`src/rtl/descrambler_sync.sv`:
```
`default_nettype none
// ============================================================================
// Module   : descrambler_sync
// Function : Frame-synchronised x^31 + x^28 + 1 additive descrambler with
//            sliding sync hunt and flywheel lock tracking.
// Revision : 1.0 - initial release
// ============================================================================
module descrambler_sync #(
    parameter int                  SYNC_LEN    = 16,
    parameter logic [SYNC_LEN-1:0] SYNC_WORD   = 16'hF628,
    parameter int                  PAYLOAD_LEN = 64,
    parameter int                  LOCK_COUNT  = 2,
    parameter int                  MISS_COUNT  = 3
) (
    input  logic        clk,
    input  logic        reset,
    input  logic        enable,
    input  logic [31:0] seed,
    input  logic        data_in,
    output logic        data_out,
    output logic        data_valid,
    output logic        sync_pulse,
    output logic        sync_err,
    output logic        locked
);

    localparam int c_fill_w = $clog2(SYNC_LEN + 1);
    localparam int c_cnt_max = (PAYLOAD_LEN > SYNC_LEN) ? PAYLOAD_LEN : SYNC_LEN;
    localparam int c_cnt_w  = $clog2(c_cnt_max);
    localparam int c_good_w = $clog2(LOCK_COUNT + 1);
    localparam int c_miss_w = $clog2(MISS_COUNT + 1);

    typedef enum logic [1:0] {
        ST_HUNT    = 2'd0,
        ST_PAYLOAD = 2'd1,
        ST_CHECK   = 2'd2
    } state_t;

    state_t                r_state,      w_state_nxt;
    logic [30:0]           r_lfsr,       w_lfsr_nxt;
    logic [SYNC_LEN-1:0]   r_sr,         w_sr_nxt;
    logic [c_fill_w-1:0]   r_fill,       w_fill_nxt;
    logic [c_cnt_w-1:0]    r_bit_cnt,    w_bit_cnt_nxt;
    logic [c_good_w-1:0]   r_good_cnt,   w_good_cnt_nxt;
    logic [c_miss_w-1:0]   r_miss_cnt,   w_miss_cnt_nxt;
    logic                  r_data_out,   w_data_out_nxt;
    logic                  r_data_valid, w_data_valid_nxt;
    logic                  r_sync_pulse, w_sync_pulse_nxt;
    logic                  r_sync_err,   w_sync_err_nxt;
    logic                  r_locked,     w_locked_nxt;

    logic [SYNC_LEN-1:0]   w_sr_shift;
    logic [30:0]           w_lfsr_step;
    logic                  w_sync_hit;
    logic [c_good_w-1:0]   w_good_inc;
    logic [c_miss_w-1:0]   w_miss_inc;
    logic                  w_unused_seed_msb;

    assign w_unused_seed_msb = seed[31];

    // A match is judged on the window including the current bit, so the
    // fill requirement is met once SYNC_LEN-1 earlier bits have arrived.
    assign w_sr_shift  = {r_sr[SYNC_LEN-2:0], data_in};
    assign w_sync_hit  = (r_fill >= c_fill_w'(SYNC_LEN - 1)) && (w_sr_shift == SYNC_WORD);
    assign w_lfsr_step = {r_lfsr[29:0], r_lfsr[30] ^ r_lfsr[27]};
    assign w_good_inc  = (r_good_cnt == c_good_w'(LOCK_COUNT)) ? r_good_cnt
                                                               : r_good_cnt + 1'b1;
    assign w_miss_inc  = r_miss_cnt + 1'b1;

    always_comb begin
        w_state_nxt      = r_state;
        w_lfsr_nxt       = r_lfsr;
        w_sr_nxt         = r_sr;
        w_fill_nxt       = r_fill;
        w_bit_cnt_nxt    = r_bit_cnt;
        w_good_cnt_nxt   = r_good_cnt;
        w_miss_cnt_nxt   = r_miss_cnt;
        w_data_out_nxt   = r_data_out;
        w_data_valid_nxt = 1'b0;
        w_sync_pulse_nxt = 1'b0;
        w_sync_err_nxt   = 1'b0;
        w_locked_nxt     = r_locked;

        if (enable) begin
            w_sr_nxt   = w_sr_shift;
            w_fill_nxt = (r_fill == c_fill_w'(SYNC_LEN)) ? r_fill : r_fill + 1'b1;

            case (r_state)
                ST_HUNT: begin
                    if (w_sync_hit) begin
                        w_lfsr_nxt       = seed[30:0];
                        w_good_cnt_nxt   = c_good_w'(1);
                        w_miss_cnt_nxt   = '0;
                        w_sync_pulse_nxt = 1'b1;
                        w_bit_cnt_nxt    = '0;
                        w_state_nxt      = ST_PAYLOAD;
                        if (LOCK_COUNT == 1) begin
                            w_locked_nxt = 1'b1;
                        end
                    end
                end

                ST_PAYLOAD: begin
                    w_data_out_nxt   = data_in ^ r_lfsr[30];
                    w_data_valid_nxt = 1'b1;
                    w_lfsr_nxt       = w_lfsr_step;
                    if (r_bit_cnt == c_cnt_w'(PAYLOAD_LEN - 1)) begin
                        w_bit_cnt_nxt = '0;
                        w_state_nxt   = ST_CHECK;
                    end else begin
                        w_bit_cnt_nxt = r_bit_cnt + 1'b1;
                    end
                end

                ST_CHECK: begin
                    if (r_bit_cnt != c_cnt_w'(SYNC_LEN - 1)) begin
                        w_bit_cnt_nxt = r_bit_cnt + 1'b1;
                    end else begin
                        w_bit_cnt_nxt = '0;
                        if (w_sr_shift == SYNC_WORD) begin
                            w_sync_pulse_nxt = 1'b1;
                            w_good_cnt_nxt   = w_good_inc;
                            w_miss_cnt_nxt   = '0;
                            w_lfsr_nxt       = seed[30:0];
                            w_state_nxt      = ST_PAYLOAD;
                            if (w_good_inc >= c_good_w'(LOCK_COUNT)) begin
                                w_locked_nxt = 1'b1;
                            end
                        end else begin
                            w_sync_err_nxt = 1'b1;
                            w_good_cnt_nxt = '0;
                            if (!r_locked) begin
                                w_state_nxt = ST_HUNT;
                            end else if (w_miss_inc == c_miss_w'(MISS_COUNT)) begin
                                w_locked_nxt   = 1'b0;
                                w_miss_cnt_nxt = '0;
                                w_state_nxt    = ST_HUNT;
                            end else begin
                                // Flywheel: trust the frame timing through a bad sync word
                                w_miss_cnt_nxt = w_miss_inc;
                                w_lfsr_nxt     = seed[30:0];
                                w_state_nxt    = ST_PAYLOAD;
                            end
                        end
                    end
                end

                default: begin
                    w_state_nxt = ST_HUNT;
                end
            endcase
        end
    end

    always_ff @(posedge clk) begin
        if (reset) begin
            r_state      <= ST_HUNT;
            r_lfsr       <= '0;
            r_sr         <= '0;
            r_fill       <= '0;
            r_bit_cnt    <= '0;
            r_good_cnt   <= '0;
            r_miss_cnt   <= '0;
            r_data_out   <= 1'b0;
            r_data_valid <= 1'b0;
            r_sync_pulse <= 1'b0;
            r_sync_err   <= 1'b0;
            r_locked     <= 1'b0;
        end else begin
            r_state      <= w_state_nxt;
            r_lfsr       <= w_lfsr_nxt;
            r_sr         <= w_sr_nxt;
            r_fill       <= w_fill_nxt;
            r_bit_cnt    <= w_bit_cnt_nxt;
            r_good_cnt   <= w_good_cnt_nxt;
            r_miss_cnt   <= w_miss_cnt_nxt;
            r_data_out   <= w_data_out_nxt;
            r_data_valid <= w_data_valid_nxt;
            r_sync_pulse <= w_sync_pulse_nxt;
            r_sync_err   <= w_sync_err_nxt;
            r_locked     <= w_locked_nxt;
        end
    end

    assign data_out   = r_data_out;
    assign data_valid = r_data_valid;
    assign sync_pulse = r_sync_pulse;
    assign sync_err   = r_sync_err;
    assign locked     = r_locked;

endmodule
`default_nettype wire

```
`config.mk`:
```
export PLATFORM = sky130hd
export DESIGN_NAME = descrambler_sync
export DESIGN_NICKNAME = d
export VERILOG_FILES = /design/src/rtl/descrambler_sync.sv
export SDC_FILE = /design/constraint.sdc
export NUM_CORES = 1
export LEC_CHECK = 0
export BUFFER_PORTS_ARGS = -buffer_cell sky130_fd_sc_hd__buf_2
export CAP_MARGIN = 40
export CELL_PAD_IN_SITES_DETAIL_PLACEMENT = 0
export CELL_PAD_IN_SITES_GLOBAL_PLACEMENT = 1
export CORE_MARGIN = 2
export CORE_UTILIZATION = 48
export DETAILED_ROUTE_END_ITERATION = 8
export PLACE_DENSITY = 0.86
export RECOVER_POWER = 50
export SYNTH_ARGS = -nofsm -noshare
export SYNTH_HDL_FRONTEND = slang
export SYNTH_SLANG_ARGS = --single-unit
```
`constraint.sdc`:
```
create_clock -name clk -period 7.1 [get_ports clk]
set_clock_uncertainty 0.05 [all_clocks]
set_input_delay 0.355 -clock clk [delete_from_list [all_inputs] [get_ports clk]]
set_output_delay 0.355 -clock clk [all_outputs]
set_load 0.02 [all_outputs]
```
==> impl_metrics.csv <==
group,metric,value,unit
outcome,status,"complete, no violations",
logic_synthesis,ys.flop_type,"dfxtp_1",
placed_design,port_buffers,39,
clock_network,clock_latency,0.34,ns
cells_and_area,layout_commonest_cell,"dfxtp_1",
die,core_area,6870,um^2
power,leakage,1.31,nW
global_route,grt_max_degree,56,
cells_and_area,design_area,3830,um^2
sta,max_slew_margin,0.131,
die,row_count,30,
sta,setup_viol,0,
placed_design,place_area,3670,um^2
logic_synthesis,synth-edff-count,0,
route,firstDrtPassIters,4,
clock_network,cts_num_sinks,68,
clock_network,numCtsBuffers,9,
sta,period_minus_slack,3.35,ns
worst_hold_path,holdPathStages,3,
logic_synthesis,synth_area_leader_cell,"dfxtp_1",
die,die_x,88.5,um
logic_synthesis,syn-num-nets,401,
sta,fmax,299,MHz
logic_synthesis,synth_top_area_frac,0.397,
cells_and_area,drive_above_1_share,0.220,
setup_path,r2r_start,"r_sr[5]",
sta,slew_violations,0,
clock_network,hold_buffers,0,
clock_network,htree_levels,3,
worst_hold_path,hold_path.class,"in -> reg",
setup_path,reg2reg_slack,3.75,ns
sta,holdWs,0.290,ns
setup_path,crit_required,7.25,ns
cells_and_area,n_antenna_cell,0,
clock_network,clk_root_buffer_cell,"clkbuf_8",
setup_path,startpoint,"r_sr[5]",
worst_hold_path,min_from,"data_in",
logic_synthesis,ys_top_cells_by_area,"dfxtp_1, mux2i_1, a211oi_2, a21oi_1, ha_1",
cells_and_area,fin_cells,482,
sta,rsz0062_at_grt,"false",
cells_and_area,area_growth,11.9,%
sta,finalWorstSetupSlack,3.75,ns
setup_path,worstSetupPathType,"reg -> reg",
cells_and_area,fill_cells,634,
die,die_y,88.5,um
power,peakVddDrop,0.0931,mV
logic_synthesis,syn_inst,355,
logic_synthesis,synth-seq-cells,68,
cells_and_area,fin_util,0.558,
cells_and_area,nNetsFinal,429,
worst_hold_path,holdPathEnd,"r_sr[0]",
logic_synthesis,async_flop_share,0,
placed_design,place_inst,468,
clock_network,cts.path.max_buffers,2,
power,pwr_density_cell,188,nW/um^2
route,ant_nets,0,
route,drt_iter0_markers,110,
power,finalPower,719,uW
placed_design,pre_cts_ws,3.58,ns
sta,fin_setup_tns,0,ns
route,vias,2659,
placed_design,gp_congestion,0.776,
setup_path,start_kind,"flip-flop",
sta,worstMarginPinSlew,1.30,ns
die,start_util,0.499,
global_route,overflow,0,
route,drc,0,
clock_network,path_clk_slew,0.07,ns
global_route,first_global_vias,2460,
global_route,grt_pass1_wl,11300,um
sta,final.period_utilization,0.472,
sta,final-hold-violation-count,0,
logic_synthesis,ys.warnings.count,0,
clock_network,postCtsSetupBuffers,0,
route,routed_wl,6650,um
setup_path,cp_data_arrival_time,3.50,ns
logic_synthesis,ys_types,49,
logic_synthesis,yosysSeqAreaShare,0.397,
cells_and_area,layout_common_cells,"dfxtp_1, a21oi_1, mux2i_1",
placed_design,dp_hpwl,4270,um
job,drv_cap,0,
setup_path,worstPathMaxFanout,32,
global_route,globalRouteTotalUtil,0.186,
clock_network,cts-resized-gates,0,
route,avgRoutedWirePerCell,13.8,um
logic_synthesis,syn_avg_cell_area,9.65,um^2
logic_synthesis,synth_area,3430,um^2
setup_path,regToRegEndpoint,"r_lfsr[30]",
die,io_pins,41,
clock_network,cts_tree,"built",
die,die-area,7830,um^2
setup_path,reg2reg_depth,6,
global_route,antenna_found_initial,0,
route,via_per_inst,5.52,
setup_path,endpoint_kind,"flip-flop",
==> sequential cells by signal (all words and copies together) (netlist names) <==
register	count
locked	1
r_good_cnt	2
r_bit_cnt	6
r_miss_cnt	2
sync_err	1
sync_pulse	1
data_valid	1
r_lfsr	31
data_out	1
r_state	2
r_sr	15
r_fill	5
==> kinds of logic after synthesis <==
group / share of synthesized area
AO/OA/AOI/OAI: 0.248
multiplexers: 0.137
AND/OR/NAND/NOR: 0.111
flip-flops: 0.397
adder cells (fa/ha/maj): 0.0365
XOR/XNOR: 0.0128
buffers and inverters: 0.0566
==> final cells by class <==
class	count	area, um^2	share of cell area
Clock buffer	12	165	0.0431
Multi-Input combinational cell	247	1870	0.488
Sequential cell	68	1360	0.355
Clock inverter	2	10.0	0.00261
Inverter	13	48.8	0.0127
Tap cell	96	120	0.0313
Timing Repair Buffer	44	258	0.0672
==> worst max-delay path: stages (launching register included) <==
cell	delay (ns)
dfxtp_1	0.32
or4b_1	0.58
or4_1	0.68
a31oi_4	0.77
and2_1	0.22
buf_4	0.42
a211oi_1	0.15
==> routing by layer <==
layer	vias up	part of all wire	wire, um	GRT usage
met3	10	0.038	253	0.0578
li1	1353	-	-	-
met2	34	0.45	3020	0.276
met1	1262	0.49	3260	0.251
met5	-	0	0	0
met4	0	0.018	121	0.0758
==> how the worst max path moves through the flow <==
stage                  to  slack, ns  cells past startpoint
6_report       r_lfsr[30]       3.75                      6
5_1_grt        r_lfsr[30]       3.56                      6
4_1_cts        r_lfsr[30]       3.73                      6
3_5_place_dp   r_lfsr[30]       3.58                      7
3_3_place_gp   r_lfsr[30]       3.57                      7
2_1_floorplan   r_lfsr[1]       4.68                      8
==> power by group <==
| group | leakage, nW | total, mW | switching [mW] | internal [mW] |
|---|---|---|---|---|
| logic | 0.667 | 0.0429 | 0.0239 | 0.0191 |
| clock network | 0.0941 | 0.289 | 0.139 | 0.150 |
| registers | 0.548 | 0.387 | 0.00289 | 0.384 |
==> cell usage after synthesis, drive strengths merged (2+ instances only) <==
| library cell | instances |
|---|---|
| a21oi | 47 |
| o21ai | 11 |
| buf | 16 |
| nand2 | 9 |
| clkbuf | 11 |
| a21boi | 2 |
| a211oi | 35 |
| and3 | 3 |
| nand4b | 3 |
| xnor2 | 3 |
| or4b | 2 |
| dfxtp | 68 |
| ha | 10 |
| a31oi | 2 |
| nor2 | 30 |
| nand3 | 7 |
| nand4 | 2 |
| mux2i | 47 |
| nor4 | 3 |
| nor3 | 4 |
| or3 | 3 |
| inv | 13 |
| xor2 | 2 |
| nand2b | 3 |
| o32ai | 2 |
Note: power is estimated with default switching activity, not from simulation.
